`src/rtl/alu_pkg.sv`:
```
// Shared constants, FSM state encoding and program-word layout for the ALU
// program sequencer and its ALU neighbours.
package alu_pkg;

    localparam int unsigned DEPTH      = 8;
    localparam int unsigned OPW        = 5;
    localparam int unsigned DW         = 2;
    localparam int unsigned AW         = $clog2(DEPTH);
    localparam int unsigned LENW       = AW + 1;
    localparam int unsigned WORDW      = OPW + 3 * DW + 1;
    localparam int unsigned CNTW       = 3;
    localparam int unsigned FAILW      = 4;
    localparam int unsigned FAIL_MAX   = 15;
    localparam int unsigned SETTLE_DEF = 1;

    // Bit positions inside the 12-bit program word
    localparam int unsigned OP_MSB = 11;
    localparam int unsigned OP_LSB = 7;
    localparam int unsigned A_MSB  = 6;
    localparam int unsigned A_LSB  = 5;
    localparam int unsigned B_MSB  = 4;
    localparam int unsigned B_LSB  = 3;
    localparam int unsigned ER_MSB = 2;
    localparam int unsigned ER_LSB = 1;
    localparam int unsigned ES_BIT = 0;

    typedef enum logic [2:0] {
        ST_IDLE,
        ST_ISSUE,
        ST_SETTLE,
        ST_SAMPLE,
        ST_DONE
    } state_t;

    // Field order matches the bit positions above (MSB first)
    typedef struct packed {
        logic [OPW-1:0] op;
        logic [DW-1:0]  a;
        logic [DW-1:0]  b;
        logic [DW-1:0]  exp_res;
        logic           exp_status;
    } prog_word_t;

endpackage

```
`src/rtl/alu_prog_mem.sv`:
```
// Program store: DEPTH x 12 register file, synchronous write, async read.
// Ports: clk, we/waddr/wdata write port, raddr read address,
//        rdata_c combinational read data as a decoded program word.
module alu_prog_mem
    import alu_pkg::*;
(
    input  logic             clk,
    input  logic             we,
    input  logic [AW-1:0]    waddr,
    input  logic [WORDW-1:0] wdata,
    input  logic [AW-1:0]    raddr,
    output prog_word_t       rdata_c
);

    prog_word_t mem [DEPTH];

    // Contents survive reset on purpose; only writes change them
    always_ff @(posedge clk) begin
        if (we) begin
            mem[waddr] <= prog_word_t'(wdata);
        end
    end

    assign rdata_c = mem[raddr];

endmodule

```
`src/rtl/alu_program_sequencer.sv`:
```
// Issue stage for the combinational ALU: steps through a loaded program,
// drives operands, waits SETTLE cycles, compares res/status to expected.
// Ports: clk, rst (sync, active-high); prog_we/prog_addr/prog_data program
//        load; prog_len/start/stop run control; in_A/in_B/opcode to ALU;
//        res/status from ALU; i, busy, done, fail_count, led progress.
module alu_program_sequencer
    import alu_pkg::*;
#(
    parameter int unsigned SETTLE = SETTLE_DEF
)
(
    input  logic             clk,
    input  logic             rst,
    input  logic             prog_we,
    input  logic [AW-1:0]    prog_addr,
    input  logic [WORDW-1:0] prog_data,
    input  logic [LENW-1:0]  prog_len,
    input  logic             start,
    input  logic             stop,
    output logic [DW-1:0]    in_A,
    output logic [DW-1:0]    in_B,
    output logic [OPW-1:0]   opcode,
    input  logic [DW-1:0]    res,
    input  logic             status,
    output logic [AW-1:0]    i,
    output logic             busy,
    output logic             done,
    output logic [FAILW-1:0] fail_count,
    output logic             led
);

    state_t            state;
    logic [LENW-1:0]   len;
    logic [CNTW-1:0]   settle_cnt;
    prog_word_t        entry_c;
    logic              mem_we_c;
    logic [LENW-1:0]   len_clamp_c;
    logic              mismatch_c;
    logic              last_c;
    logic [FAILW-1:0]  fail_next_c;

    // Program may only change while no run is in flight
    assign mem_we_c = prog_we && (state == ST_IDLE || state == ST_DONE);

    alu_prog_mem u_mem (
        .clk     (clk),
        .we      (mem_we_c),
        .waddr   (prog_addr),
        .wdata   (prog_data),
        .raddr   (i),
        .rdata_c (entry_c)
    );

    assign len_clamp_c = (prog_len > LENW'(DEPTH)) ? LENW'(DEPTH) : prog_len;
    assign mismatch_c  = (res != entry_c.exp_res) || (status != entry_c.exp_status);
    assign last_c      = ({1'b0, i} == (len - LENW'(1)));
    assign fail_next_c = (mismatch_c && (fail_count != FAILW'(FAIL_MAX)))
                         ? fail_count + FAILW'(1) : fail_count;

    // Run FSM; every output is updated alongside its state transition
    always_ff @(posedge clk) begin
        if (rst) begin
            state      <= ST_IDLE;
            len        <= '0;
            settle_cnt <= '0;
            in_A       <= '0;
            in_B       <= '0;
            opcode     <= '0;
            i          <= '0;
            busy       <= 1'b0;
            done       <= 1'b0;
            fail_count <= '0;
            led        <= 1'b0;
        end else begin
            case (state)
                ST_IDLE, ST_DONE: begin
                    // stop wins over start
                    if (start && !stop) begin
                        len        <= len_clamp_c;
                        fail_count <= '0;
                        i          <= '0;
                        if (len_clamp_c == '0) begin
                            state <= ST_DONE;
                            done  <= 1'b1;
                            led   <= 1'b1;
                        end else begin
                            state <= ST_ISSUE;
                            busy  <= 1'b1;
                            done  <= 1'b0;
                            led   <= 1'b0;
                        end
                    end
                end
                ST_ISSUE: begin
                    if (stop) begin
                        state <= ST_IDLE;
                        busy  <= 1'b0;
                    end else begin
                        in_A       <= entry_c.a;
                        in_B       <= entry_c.b;
                        opcode     <= entry_c.op;
                        settle_cnt <= CNTW'(SETTLE);
                        state      <= ST_SETTLE;
                    end
                end
                ST_SETTLE: begin
                    if (stop) begin
                        state <= ST_IDLE;
                        busy  <= 1'b0;
                    end else if (settle_cnt == CNTW'(1)) begin
                        state <= ST_SAMPLE;
                    end else begin
                        settle_cnt <= settle_cnt - CNTW'(1);
                    end
                end
                ST_SAMPLE: begin
                    if (stop) begin
                        state <= ST_IDLE;
                        busy  <= 1'b0;
                    end else begin
                        fail_count <= fail_next_c;
                        if (last_c) begin
                            state <= ST_DONE;
                            busy  <= 1'b0;
                            done  <= 1'b1;
                            led   <= (fail_next_c == '0);
                        end else begin
                            i     <= i + AW'(1);
                            state <= ST_ISSUE;
                        end
                    end
                end
                default: begin
                    state <= ST_IDLE;
                    busy  <= 1'b0;
                end
            endcase
        end
    end

endmodule

```
`config.mk`:
```
export PLATFORM = sky130hd
export DESIGN_NAME = alu_program_sequencer
export DESIGN_NICKNAME = d
export VERILOG_FILES = /design/src/rtl/alu_pkg.sv /design/src/rtl/alu_prog_mem.sv /design/src/rtl/alu_program_sequencer.sv
export SDC_FILE = /design/constraint.sdc
export NUM_CORES = 1
export LEC_CHECK = 0
export BUFFER_PORTS_ARGS = -buffer_cell sky130_fd_sc_hd__buf_4
export CORE_MARGIN = 3
export CORE_UTILIZATION = 25
export CTS_BUF_LIST = sky130_fd_sc_hd__clkbuf_4 sky130_fd_sc_hd__clkbuf_8
export DETAILED_ROUTE_END_ITERATION = 7
export HOLD_SLACK_MARGIN = 0.02
export MAX_ROUTING_LAYER = met4
export PLACE_DENSITY = 0.42
export RECOVER_POWER = 25
export SYNTH_ARGS = -nofsm -noshare
export SYNTH_HDL_FRONTEND = slang
export SYNTH_SLANG_ARGS = --single-unit
```
`constraint.sdc`:
```
create_clock -name clk -period 2.2 [get_ports clk]
set_clock_uncertainty 0.05 [all_clocks]
set_input_delay 0.33 -clock clk [delete_from_list [all_inputs] [get_ports clk]]
set_output_delay 0.33 -clock clk [all_outputs]
set_load 0.02 [all_outputs]
```
==> results.md <==
Final layout:
- The share of the core filled with cells in the final layout is 32.1%.
- The area of all placed cells without fillers is 6540 sq um.
- The total inserted antenna cells is 0.
- The area growth from synthesis to layout is 25.8%.
- Cells with a size suffix above 1 make up 30.0% of the layout.
- After the flow finishes, the layout carries non-filler instances totaling 687.
- For this run, the post-layout net count is 438.

Timing:
- The timing-limited maximum frequency is 0.468 GHz.
- The remaining max-slew budget at the tightest pin is 60.3%.
- Setup repair after global routing could not meet its margin everywhere.
- The number of hold violations in the final report is 0.
- Of the available clock period, the critical path in the final layout requires 97.1%.
- The final setup violation count is 0.
- The number of max-slew violations in the final report is 0.
- Final hold analysis gives a worst-case slack of 0.0838 ns.
- The worst path meets setup with 0.0631 ns of slack.
- The actual slew at the worst max-slew pin is 0.593 ns.
- The aggregate negative setup slack is 0 ns.
- For the finished layout, the period the worst path requires is 2.14 ns.

Synth:
- The commonest register cell after synthesis is sky130_fd_sc_hd__edfxtp_1.
- The number of distinct standard cells referenced by the synthesized netlist is 47.
- The area of the mapped netlist is 5200 sq um.
- The net count of the mapped netlist is 365.
- The proportion of register bits with asynchronous set or reset after synthesis is 0%.
- The register bit count reported by yosys is 128.
- The number of instances in the synthesized netlist is 333.
- In this run the mean area of a mapped cell was 15.6 sq um.
- The fraction of the yosys area taken by sequential cells is 67.8%.
- The number of warning messages in the yosys log is 0.
- The number of flops mapped to enable cells by yosys is 96.

Pwr:
- Dividing total power by cell area gives a power density of 752 nW/um^2.
- VDD sags by at most 0.000366 V.
- The analysis attributes to cell leakage a power of 2.07 nW.
- After layout, the design draws a total of 4.92 mW.

Drt:
- The length of the first detailed-routing pass in iterations is 4.
- The routed wirelength normalized by instance count is 16.2 microns.
- In the routed design, unresolved DRC markers number 0.
- The routed design has 11100 microns of wire.
- For this block, the initial DRC count from the detailed router was 112.
- The count of nets left with antenna violations once routing finished came out at 0.
- The via count normalized by instance count is 4.37.
- The final route contains 3001 vias.

Clocking:
- In this run the number of H-tree levels came out at 4.
- The CTS tree is built.
- The clock reaches the later pin of the worst-skew pair after 0.43 ns.
- The clock transition at the register clock pins on the worst setup and hold paths after CTS is 0.07 ns.
- The number of clock buffers added by TritonCTS is 17.
- Counting along the longest clock path gives a buffer depth of 2.
- Buffers inserted to repair hold after CTS numbered 0.
- Counting every sink on the clock net gives 128.
- The clock root buffer master is sky130_fd_sc_hd__clkbuf_8.

Placed design:
- The number of placed instances, taps included, is 656.
- Detailed placement ended at an HPWL of 7570 microns.
- The final weighted congestion of routability-driven global placement is 0.812.
- The quantity of I/O buffers inserted on ports is 45.
- Once placement finished, the instance area stood at 6100 sq um.
- Prior to clock tree synthesis, the placed netlist has a worst setup slack of 0.00645 ns.

Setup path:
- The largest fanout on the critical path is 6.
- Following the worst setup path forward leads to its endpoint at fail_count[3].
- STA classifies the critical path endpoint as a flop.
- At the worst endpoint, the arrival time is 2.42 ns.
- The worst setup path is launched from a flop.
- The worst-case reg-to-reg path depth is 7.
- The worst reg-to-reg setup slack is 0.06 ns.
- For the worst setup path, the data required time is 2.48 ns.
- By startpoint and endpoint, the worst setup path is classified as reg2reg.
- The endpoint identified for the worst register-to-register timing path is fail_count[3].

GRT:
- The number of antenna violations at the first check in global routing is 0.
- Entering global routing, the biggest net connects 30 pins.
- After global routing the overflow that remains totals 0.
- The first global-routing pass estimated 17200 microns of wire.
- The number of global-route vias before repair is 3057.
- The global-route usage over all layers is 10.7%.

Run status:
- The run finished with clean final reports.

Floorplanning:
- The die is 150 microns wide.
- The floorplan step defined a core boundary enclosing 20400 sq um.
- The overall die height is 150 microns.
- The number of core rows is 52.
- The starting utilization of the core area is 25.5%.
- The boundary pin count is 46.
- The die covers 22600 sq um.

Hold path:
- The classification of the worst-slack hold path is in2reg.

Run:
- The max capacitance violation total is 0.
## synth_stat cells, types with 2 or more instances
master                     count  area (sq um)
sky130_fd_sc_hd__edfxtp_1     96          2880
sky130_fd_sc_hd__dfxtp_1      32           641
sky130_fd_sc_hd__nor2_1       30           113
sky130_fd_sc_hd__mux2i_1      21           210
sky130_fd_sc_hd__mux4_2       21           473
sky130_fd_sc_hd__nand2_1      18          67.6
sky130_fd_sc_hd__a21oi_1      12          60.1
sky130_fd_sc_hd__a211oi_1     11          82.6
sky130_fd_sc_hd__nor3_1       10          50.1
sky130_fd_sc_hd__clkbuf_1      8          30.0
sky130_fd_sc_hd__ha_1          5          62.6
sky130_fd_sc_hd__inv_1         5          18.8
sky130_fd_sc_hd__nand3b_1      5          37.5
sky130_fd_sc_hd__o211ai_1      5          37.5
sky130_fd_sc_hd__xor2_1        5          43.8
sky130_fd_sc_hd__xnor2_1       4          35.0
sky130_fd_sc_hd__a31oi_1       3          18.8
sky130_fd_sc_hd__nand2b_1      3          18.8
sky130_fd_sc_hd__nand3_1       3          15.0
sky130_fd_sc_hd__nor2b_1       3          18.8
sky130_fd_sc_hd__and2_1        2          12.5
sky130_fd_sc_hd__buf_2         2          10.0
sky130_fd_sc_hd__buf_6         2          22.5
sky130_fd_sc_hd__nor4_1        2          12.5
sky130_fd_sc_hd__o21ai_0       2          10.0
sky130_fd_sc_hd__or3_1         2          12.5
## kinds of logic (layout without fill, tap and decap cells)
logic type / after synthesis / after routing / share of synthesized area (%)
flip-flops: 128 / 128 / 67.8
AND/OR/NAND/NOR: 85 / 85 / 7.92
AO/OA/AOI/OAI: 44 / 44 / 5.99
multiplexers: 42 / 42 / 13.1
buffers and inverters: 19 / 103 / 2.00
XOR/XNOR: 10 / 10 / 1.97
adder cells (fa/ha/maj): 5 / 5 / 1.20
## what timing repair did
item / 4_1_cts / 5_1_grt
buffers inserted: 0 / 2
pin swaps: 2 / 6
gates resized for setup: 5 / 11
endpoints found under the setup margin: 1 / 7
## sequential cells by signal, summed over array words and instances (netlist names), named ones only
name and cells:
busy 1, done 1, fail_count 4, i 3, in_A 2, in_B 2, led 1, len 4
opcode 5, settle_cnt 3, state 3, u_mem.mem 96
## area by class of cell
| class | count | area [sq um] |
|---|---|---|
| inverters | 5 | 18.8 |
| well taps | 270 | 338 |
| clock inverters | 13 | 141 |
| repair buffers | 68 | 602 |
| clock buffers | 17 | 234 |
| fillers | 1983 | 13800 |
| multi-input cells | 186 | 1680 |
| flip-flops and latches | 128 | 3530 |
## where the power goes
part           total (mW)  internal, mW  switching [mW]
registers            2.68          2.65          0.0298
clock network        1.92         0.994           0.927
logic               0.310         0.131           0.179
## worst min path at each step
stage | startpoint | to | slack (ns) | cells past startpoint
after global routing | stop | state[1] | 0.05 | 2
after global placement | len[1] | len[1] | 0.41 | 2
after CTS | stop | state[1] | 0.04 | 2
after floorplan | stop | state[1] | 0.36 | 1
final | stop | state[1] | 0.08 | 2
after detailed placement | len[1] | len[1] | 0.42 | 2
## critical path: stages, from the launching register on
cell and delay, ns:
sky130_fd_sc_hd__dfxtp_4 0.38, sky130_fd_sc_hd__buf_12 0.13, sky130_fd_sc_hd__mux2i_1 0.11, sky130_fd_sc_hd__mux4_2 0.53, sky130_fd_sc_hd__xor2_4 0.19, sky130_fd_sc_hd__a31oi_4 0.19, sky130_fd_sc_hd__a41oi_2 0.14, sky130_fd_sc_hd__a2111oi_2 0.33
## cells in the final DEF, fill, tap and decap left out, types with 3 or more instances in the layout
cell type	count
sky130_fd_sc_hd__a211oi_1	11
sky130_fd_sc_hd__a21oi_1	11
sky130_fd_sc_hd__a31oi_1	3
sky130_fd_sc_hd__buf_12	10
sky130_fd_sc_hd__buf_4	49
sky130_fd_sc_hd__clkbuf_1	9
sky130_fd_sc_hd__clkbuf_8	17
sky130_fd_sc_hd__clkinvlp_4	5
sky130_fd_sc_hd__dfxtp_1	30
sky130_fd_sc_hd__edfxtp_1	96
sky130_fd_sc_hd__ha_1	5
sky130_fd_sc_hd__inv_1	5
sky130_fd_sc_hd__mux2i_1	21
sky130_fd_sc_hd__mux4_2	21
sky130_fd_sc_hd__nand2_1	18
sky130_fd_sc_hd__nand2b_1	3
sky130_fd_sc_hd__nand3_1	3
sky130_fd_sc_hd__nand3b_1	5
sky130_fd_sc_hd__nor2_1	29
sky130_fd_sc_hd__nor2b_1	3
sky130_fd_sc_hd__nor3_1	7
sky130_fd_sc_hd__nor3_2	3
sky130_fd_sc_hd__o211ai_1	5
sky130_fd_sc_hd__xnor2_1	4
sky130_fd_sc_hd__xor2_4	3
## layer usage
layer / GRT usage, % / vias up / wire length [microns]
li1: - / 1446 / -
met5: - / - / 0
met2: 17.5 / 51 / 5600
met1: 12.3 / 1494 / 4880
met3: 3.55 / 10 / 484
met4: 3.84 / 0 / 139
No activity file was read; power rests on OpenSTA's default activity.
